<file path="src/rtl/shift32_r_iter.sv">
// Iterative right shifter: one bit position per clock, START/DONE handshake,
// logical (zero-fill) or arithmetic (sign-fill) shifts.
module shift32_r_iter #(
  parameter int WIDTH   = 32,
  parameter int SHAMT_W = 5
) (
  input  logic               CLK,
  input  logic               RST,
  input  logic               START,
  input  logic [WIDTH-1:0]   D,
  input  logic [SHAMT_W-1:0] S,
  input  logic               ARITH,
  output logic [WIDTH-1:0]   Y,
  output logic               BUSY,
  output logic               DONE
);

  typedef enum logic {IDLE, RUN} state_t;

  state_t             state_q;
  logic [WIDTH-1:0]   work_q;
  logic [SHAMT_W-1:0] cnt_q;
  logic               fill_q;
  logic [WIDTH-1:0]   y_q;
  logic               busy_q;
  logic               done_q;

  always_ff @(posedge CLK) begin
    if (!RST) begin
      state_q <= IDLE;
      work_q  <= '0;
      cnt_q   <= '0;
      fill_q  <= 1'b0;
      y_q     <= '0;
      busy_q  <= 1'b0;
      done_q  <= 1'b0;
    end else begin
      done_q <= 1'b0;
      case (state_q)
        IDLE: begin
          if (START) begin
            work_q  <= D;
            cnt_q   <= S;
            fill_q  <= ARITH & D[WIDTH-1];
            busy_q  <= 1'b1;
            state_q <= RUN;
          end
        end
        RUN: begin
          // The count reaching zero costs one extra edge, so S=0 still takes two.
          if (cnt_q != '0) begin
            work_q <= {fill_q, work_q[WIDTH-1:1]};
            cnt_q  <= cnt_q - SHAMT_W'(1);
          end else begin
            y_q     <= work_q;
            done_q  <= 1'b1;
            busy_q  <= 1'b0;
            state_q <= IDLE;
          end
        end
        default: state_q <= IDLE;
      endcase
    end
  end

  assign Y    = y_q;
  assign BUSY = busy_q;
  assign DONE = done_q;

endmodule

</file>
<file path="config.mk">
export PLATFORM = sky130hd
export DESIGN_NAME = shift32_r_iter
export DESIGN_NICKNAME = d
export VERILOG_FILES = /design/src/rtl/shift32_r_iter.sv
export SDC_FILE = /design/constraint.sdc
export NUM_CORES = 1
export LEC_CHECK = 0
export BUFFER_PORTS_ARGS = -buffer_cell sky130_fd_sc_hd__buf_4
export CAP_MARGIN = 20
export CORE_MARGIN = 4
export CORE_UTILIZATION = 50
export CTS_BUF_LIST = sky130_fd_sc_hd__clkbuf_4 sky130_fd_sc_hd__clkbuf_8
export DETAILED_ROUTE_END_ITERATION = 16
export PLACE_DENSITY = 0.86
export SYNTH_ARGS = -nofsm -noshare
export SYNTH_HDL_FRONTEND = slang
export SYNTH_SLANG_ARGS = --single-unit
</file>
<file path="constraint.sdc">
create_clock -name CLK -period 1.8 [get_ports CLK]
set_input_delay 0.27 -clock CLK [delete_from_list [all_inputs] [get_ports CLK]]
set_output_delay 0.27 -clock CLK [all_outputs]
set_load 0.005 [all_outputs]
</file>
# --- After elaboration in Yosys (flattened, before gate mapping) ---
# Cells that the tools add are included.
word_totals:
  ff_bits: 73
  input_bits: 41
  out_inout_bits: 34
  elab_cells: 33
classes:
  n_addsub: 1
  eq_ne: 3
  mux: 13
  bitwise: 3
  n_reduce_logical: 6
op_table:
  columns: ["op", "n"]
  rows:
  - ["$mux 32", 2]
  - ["$pmux 32 s2", 1]
  - ["$mux 5", 2]
  - ["$pmux 5 s2", 1]
  - ["$reduce_and 2->1", 5]
  - ["$mux 1", 5]
  - ["$reduce_bool 5->1", 1]
  - ["$sub 5x1->5 const B", 1]
  - ["$ne 2x2->1 const B", 2]
  - ["$pmux 1 s2", 2]
  - ["$ne 2x1->1 const B", 1]
  - ["$not 1->1", 2]
  - ["$and 1x1->1", 1]

# --- Longest topological paths before layout ---
# Gate-level depths: netlist (run 1).
logic_depth:
  ltp_word: 3
  ltp_mapped: 7
  ltp_nobuf: 5

# --- Worst setup path after synthesis (run 1) ---
# Ideal clock, no wire load.
synth_timing:
  path_kind: "reg-to-reg"
  from: "register cnt_q[0]"
  to: "register cnt_q[1]"
  setup_time_ns: 0.072
  arrival_time_ns: 1.449
  required_ns: 1.728
  path_slack_ns: 0.280
  stages_incl_launch_ff: 8
  n_path_buf: 2
  period_less_slack_ns: 1.520
  cell_sequence: "dfxtp_1 -> inv_1 -> ha_1 -> nor2b_1 -> a21o_1 -> buf_6 -> buf_12 -> mux2i_1"
synth_between:
  elab_chain_cells: 3
  word_cells_on_any_way: 6
  classes_between: "1 x add/sub; 1 x eq/ne; 2 x mux; 2 x reduce/logical"
synth_rtl:
  columns: ["item", "line", "source"]
  rows:
  - ["from (decl)", "22", "logic [SHAMT_W-1:0] cnt_q;"]
  - ["from (signal assigned)", "53", "cnt_q <= cnt_q - SHAMT_W'(1);"]
  - ["$sub 5x1->5 or $reduce_bool 5->1 (tied branches)", "53, 51", null]
  - ["$mux 5 or $ne 2x1->1 (tied branches)", null, null]
  - ["$pmux 5 s2 or $reduce_and 2->1 (tied branches)", null, null]
# Parallel ways exist; a longest one is shown, timed or not. The select of a mux whose other input is x is not followed.
# A chain may end at the register's enable or synchronous reset.

# --- Final worst setup path (run 1) ---
layout_timing:
  from: "register cnt_q[0]"
  to: "register work_q[29]"
layout_between:
  elab_chain_cells: 3
layout_rtl:
  columns: ["item", "line", "source"]
  rows:
  - ["$reduce_bool 5->1", "51", "if (cnt_q != '0) begin"]
  - ["$ne 2x1->1 (no line)", null, null]
  - ["$reduce_and 2->1 (no line)", null, null]
  - ["to (signal assigned)", "52", "work_q <= {fill_q, work_q[WIDTH-1:1]};"]
  - ["to (decl)", "21", "logic [WIDTH-1:0] work_q;"]
# Every way passes these cells.

==> results of run 1 <==
-- kinds of logic (layout without fill, tap and decap cells) --
kind of cell               count (synthesis)  count (layout)  share of synthesized area
and+or+nand+nor                           86              86                     0.1182
DFF                                       73              73                     0.4633
adders and majority gates                  1               1                   0.003966
buffers and inverters                     27             104                    0.06227
muxes                                     66              66                     0.2221
AOI/OAI and AO/OA                         50              50                     0.1301
-- metrics by stage --
stage | cells | area [um^2] | power (mW) | setup slack, ns | util
3_3_place_gp | 439 | 3716 | 2.545 | 0.1947 | 0.6167
6_report | 455 | 3938 | 3.936 | 0.1116 | 0.6534
5_1_grt | 455 | 3938 | 4.142 | 0.007627 | 0.6534
4_1_cts | 455 | 3935 | 3.964 | 0.01902 | 0.6530
2_1_floorplan | 303 | 3154 | 2.388 | 0.2796 | -
3_5_place_dp | 439 | 3716 | 2.579 | 0.04395 | 0.6167
-- sequential cells by signal, summed over array words and instances (netlist names) --
signal,cells
Y,32
fill_q,1
BUSY,1
cnt_q,5
state_q,1
DONE,1
work_q,32
-- worst paths after layout --
check                          start                       to  depth (start not counted)
max            cnt_q[0]$_SDFFE_PN0P_  work_q[29]$_SDFFE_PN0P_                          6
min                             S[4]    cnt_q[4]$_SDFFE_PN0P_                          3
max reg2reg    cnt_q[0]$_SDFFE_PN0P_  work_q[29]$_SDFFE_PN0P_                          6
min reg2reg  work_q[15]$_SDFFE_PN0P_  work_q[15]$_SDFFE_PN0P_                          2
-- final cells by class --
type,instances,area (um^2),area share
repair buffers,85,650.6,0.1652
inverters,3,11.26,0.002860
clock buffers,13,172.7,0.04385
multi-input cells,203,1500,0.3810
flip-flops and latches,73,1463,0.3715
clock inverters,3,46.29,0.01176
well taps,75,93.84,0.02383
-- critical path: stages (launching register included) --
cell	delay (ns)
dfxtp_1	0.35
inv_1	0.08
ha_1	0.23
nor2b_2	0.27
a21o_2	0.20
buf_4	0.25
mux2i_1	0.23
-- layer usage --
| layer | share of wire | vias to the layer above | GRT usage |
|---|---|---|---|
| met1 | 0.43 | 1174 | 0.2395 |
| met3 | 0.061 | 20 | 0.04730 |
| met5 | 0 | - | 0 |
| li1 | - | 1208 | - |
| met4 | 0.023 | 0 | 0.09344 |
| met2 | 0.48 | 66 | 0.3055 |
-- power by group through the flow --
stage	Clock, mW	Sequential [mW]	Combinational, mW
2_1_floorplan	0	1.85	0.538
3_3_place_gp	0	1.87	0.675
3_5_place_dp	0	1.88	0.702
4_1_cts	1.42	1.84	0.708
5_1_grt	1.51	1.86	0.769
6_report	1.39	1.84	0.703
-- cell usage in the layout (no fill, tap or decap), drive strengths merged, types with 3 or more instances in the layout --
cell type | synthesis | final
a21boi | 3 | 3
a21oi | 3 | 3
a22o | 32 | 32
buf | 16 | 85
clkbuf | 8 | 13
dfxtp | 73 | 73
inv | 3 | 4
mux2 | 32 | 32
mux2i | 34 | 34
nand2 | 67 | 67
nor2 | 5 | 5
nor2b | 5 | 5
o21ai | 4 | 4
==> results.json, run 1 <==
{
  "start_util": 0.5235,
  "slew_headroom": 0.7687,
  "drive_above_1_share": 0.3658,
  "p_leak_nw": 1.746,
  "clock_skew_ns": 0.01679,
  "async_reset_ff_frac": 0,
  "synth.cells.most_frequent": "dfxtp_1 (73), nand2_1 (67), mux2i_1 (34)",
  "drt_first_pass_iters": 4,
  "rsz0062_at_grt": "no",
  "via_count": 2468,
  "die_area_um2": 7643,
  "cts_buffers": 9,
  "io_pins": 75,
  "required_ns": 2.07,
  "cts_hold_buf": 0,
  "cts_buffer_depth": 2,
  "place_congestion": 0.8384,
  "core_area_um2": 6026,
  "port_buffers": 74,
  "power_density_nw_per_um2": 999.7,
  "yosysUniqueCellTypes": 34,
  "grt_util_all_layers": 0.1912,
  "irDropWorstVdd_mv": 0.5300,
  "seq_area_frac_synth": 0.4633,
  "drc_errors": 0,
  "p_sw_frac": 0.2646,
  "clock_sink_count": 73,
  "num_rows": 28,
  "worstSetupPathType": "flop to flop",
  "diodes": 0,
  "root_buffer": "clkbuf_8",
  "min_period_ns": 1.688,
  "rrSetupSlack_ns": 0.11,
  "synth_area_leaders": "dfxtp_1 (46%), mux2_2 (11%), mux2i_1 (11%)",
  "yosys_most_used_dff": "dfxtp_1",
  "fill_cells": 505,
  "syn_avg_cell_area_um2": 10.41,
  "period_share": 0.9380,
  "max_freq_mhz": 592.3,
  "comb_power_share": 0.179,
  "clk_pin_slew_ns": 0.09,
  "area_growth_pct": 24.83,
  "p_clk_frac": 0.353,
  "wl_per_cell_um": 15.46,
  "dr.first_iter.drc_count": 88,
  "start_kind": "flop",
  "grt_pass1_wl_mm": 11.43,
  "synth_top_cell_by_area": "dfxtp_1",
  "synth_edf_count": 0,
  "clock_latency_ns": 0.35,
  "viasPerCell": 5.424,
  "path_max_fanout": 12,
  "synth_nets": 345,
  "yosys_warnings": 0,
  "cap_viol_max_count": 0,
  "worst_pin_slew_ns": 0.3469,
  "final-max-slew-violation-count": 0,
  "p_seq_frac": 0.468,
  "cts_resized": 0,
  "final_nets": 417,
  "tritoncts": "done",
  "tns_ns": 0,
  "antenna_found_initial": 0,
  "yosysMostFrequentCell": "dfxtp_1",
  "place_hpwl_mm": 4.904,
  "die_x_um": 87.43,
  "postCtsSetupBuffers": 0,
  "h-tree-depth": 3,
  "setup_viol": 0,
  "syn_inst": 303,
  "status": "complete, no violations",
  "ys_ff_latch": 73,
  "p_switching_mw": 1.042,
  "min_path_type": "primary input to flop",
  "end_kind": "flop",
  "intPower_mw": 2.895,
  "holdWs_ns": 0.1654,
  "routed_wl_mm": 7.035,
  "die_h_um": 87.43,
  "grt_pass1_vias": 2417,
  "ant_nets": 0,
  "grt_max_degree": 38,
  "grt-ovfl-total": 0,
  "syn-cell-area_um2": 3154,
  "hold_viol": 0,
  "yosys.area.top_type_share": 0.4633,
  "crit_arrival_ns": 1.96
}
(Power assumes the default switching activity.)
==> inputs of run 2 (changes only) <==
--- a/config.mk
+++ b/config.mk
@@ -9,9 +9,9 @@
 export CAP_MARGIN = 20
 export CORE_MARGIN = 4
 export CORE_UTILIZATION = 50
-export CTS_BUF_LIST = sky130_fd_sc_hd__clkbuf_4 sky130_fd_sc_hd__clkbuf_8
 export DETAILED_ROUTE_END_ITERATION = 16
 export PLACE_DENSITY = 0.86
+export SETUP_SLACK_MARGIN = 0.3
 export SYNTH_ARGS = -nofsm -noshare
 export SYNTH_HDL_FRONTEND = slang
 export SYNTH_SLANG_ARGS = --single-unit
==> results.json, run 2 (synthesis gave the netlist of run 1 again) <==
{
  "p_clk_frac": 0.388,
  "period_share": 0.7972,
  "clk_pin_slew_ns": 0.08,
  "drive_above_1_share": 0.3828,
  "start_kind": "flop",
  "place_hpwl_mm": 4.722,
  "slew_headroom": 0.7732,
  "max_freq_mhz": 696.8,
  "antenna_found_initial": 0,
  "final_common_cell": "buf_4",
  "grt-ovfl-total": 0,
  "drc_errors": 0,
  "root_buffer": "clkbuf_8",
  "worst_pin_slew_ns": 0.3395,
  "routed_wl_mm": 6.944,
  "p_seq_frac": 0.429,
  "min_period_ns": 1.435,
  "die_area_um2": 7643,
  "tritoncts": "done",
  "setup_viol": 0,
  "core_area_um2": 6026,
  "final_nets": 421,
  "grt_util_all_layers": 0.1851,
  "ant_nets": 0,
  "clock_skew_ns": 0.006955,
  "crit_arrival_ns": 1.66,
  "die_x_um": 87.43,
  "path_delay_family": "flip-flops",
  "cts_buffer_depth": 2,
  "status": "complete, no violations",
  "cap_viol_max_count": 0,
  "multiInputGateArea_um2": 1524,
  "grt_max_degree": 74,
  "path_max_fanout": 18,
  "fill_cells": 472,
  "min_path_type": "primary input to flop",
  "p_switching_mw": 1.051,
  "clock_latency_ns": 0.33,
  "crit_chain": "inv_2, ha_4, nor2b_4, a21boi_2, buf_4, a22o_1",
  "final_cell_mix": "buf_4 (83), dfxtp_1 (70), nand2_1 (67)",
  "intPower_mw": 3.257,
  "comb_power_share": 0.183,
  "end_kind": "flop",
  "rrSetupSlack_ns": 0.36,
  "io_pins": 75,
  "cts_hold_buf": 0,
  "via_count": 2430,
  "grt_pass1_wl_mm": 10.99,
  "clock_sink_count": 73,
  "wl_per_cell_um": 15.13,
  "die_h_um": 87.43,
  "num_rows": 28,
  "area_growth_pct": 30.11,
  "tns_ns": 0,
  "hold_viol": 0,
  "regArea_um2": 1468,
  "place_congestion": 0.8099,
  "start_util": 0.5235,
  "critical-path-max-stage-delay_ns": 0.35,
  "cts_buffers": 9,
  "cp_slowest_cell": "dfxtp_2",
  "power_density_nw_per_um2": 1050,
  "total_power_mw": 4.308,
  "viasPerCell": 5.294,
  "p_leak_nw": 1.816,
  "final-max-slew-violation-count": 0,
  "dr.first_iter.drc_count": 68,
  "drt_first_pass_iters": 4,
  "irDropWorstVdd_mv": 0.6381,
  "worstSetupPathType": "flop to flop",
  "required_ns": 2.02,
  "h-tree-depth": 3,
  "cp.buffers_inverters": 2,
  "grt_pass1_vias": 2376,
  "p_sw_frac": 0.2439,
  "rsz0062_at_grt": "yes",
  "diodes": 0,
  "port_buffers": 74
}
## run 2: final timing paths
check | end | start | depth (start not counted)
setup / recovery | Y[15]$_SDFFE_PN0P_ | cnt_q[0]$_SDFFE_PN0P_ | 6
hold / removal | cnt_q[4]$_SDFFE_PN0P_ | S[4] | 3
setup reg to reg | Y[15]$_SDFFE_PN0P_ | cnt_q[0]$_SDFFE_PN0P_ | 6
hold reg to reg | work_q[6]$_SDFFE_PN0P_ | work_q[6]$_SDFFE_PN0P_ | 2
## run 2: power groups by stage
stage | sequential, mW | clock [mW] | combinational, mW
6_report | 1.85 | 1.67 | 0.787
5_1_grt | 1.87 | 1.79 | 0.852
4_1_cts | 1.85 | 1.70 | 0.775
3_5_place_dp | 1.88 | 0 | 0.704
3_3_place_gp | 1.87 | 0 | 0.683
2_1_floorplan | 1.85 | 0 | 0.540
## run 2: timing repair
item | in CTS | in global routing
pin swaps | 0 | 2
resized for setup | 8 | 5
setup endpoints to repair | 65 | 34
buffers inserted | 2 | 2
gates cloned | 1 | 0
## run 2: per-layer routing
layer  global-route usage  routed length (um)  vias to the layer above
met5                    0                   0                        -
met4              0.06974                  72                        0
met3              0.03784                 425                        8
met2               0.3151                3388                       67
met1               0.2289                3057                     1140
li1                     -                   -                     1215
## run 2: cell type report
type,count,share of cell area
Clock inverter,6,0.03354
Multi-Input combinational cell,203,0.3713
Inverter,3,0.002744
Clock buffer,10,0.03110
Tap cell,75,0.02287
Timing Repair Buffer,89,0.1808
Sequential cell,73,0.3576
## run 2: stage by stage
step                instances  area [um^2]    util  setup WS (ns)  hold slack [ns]
finish                    459         4104  0.6811         0.3650           0.1724
global route              459         4104  0.6811         0.2913           0.1748
CTS                       457         4081  0.6773         0.3215           0.1590
detailed placement        438         3739  0.6204         0.1824           0.4667
global placement          438         3739  0.6204         0.2865           0.4548
floorplan                 303         3159       -         0.3233           0.4087
## run 2: worst reg2reg max path: stages (launching register included)
cell      delay [ns]
dfxtp_2         0.35
inv_2           0.08
ha_4            0.16
nor2b_4         0.20
a21boi_2        0.07
buf_4           0.21
a22o_1          0.26
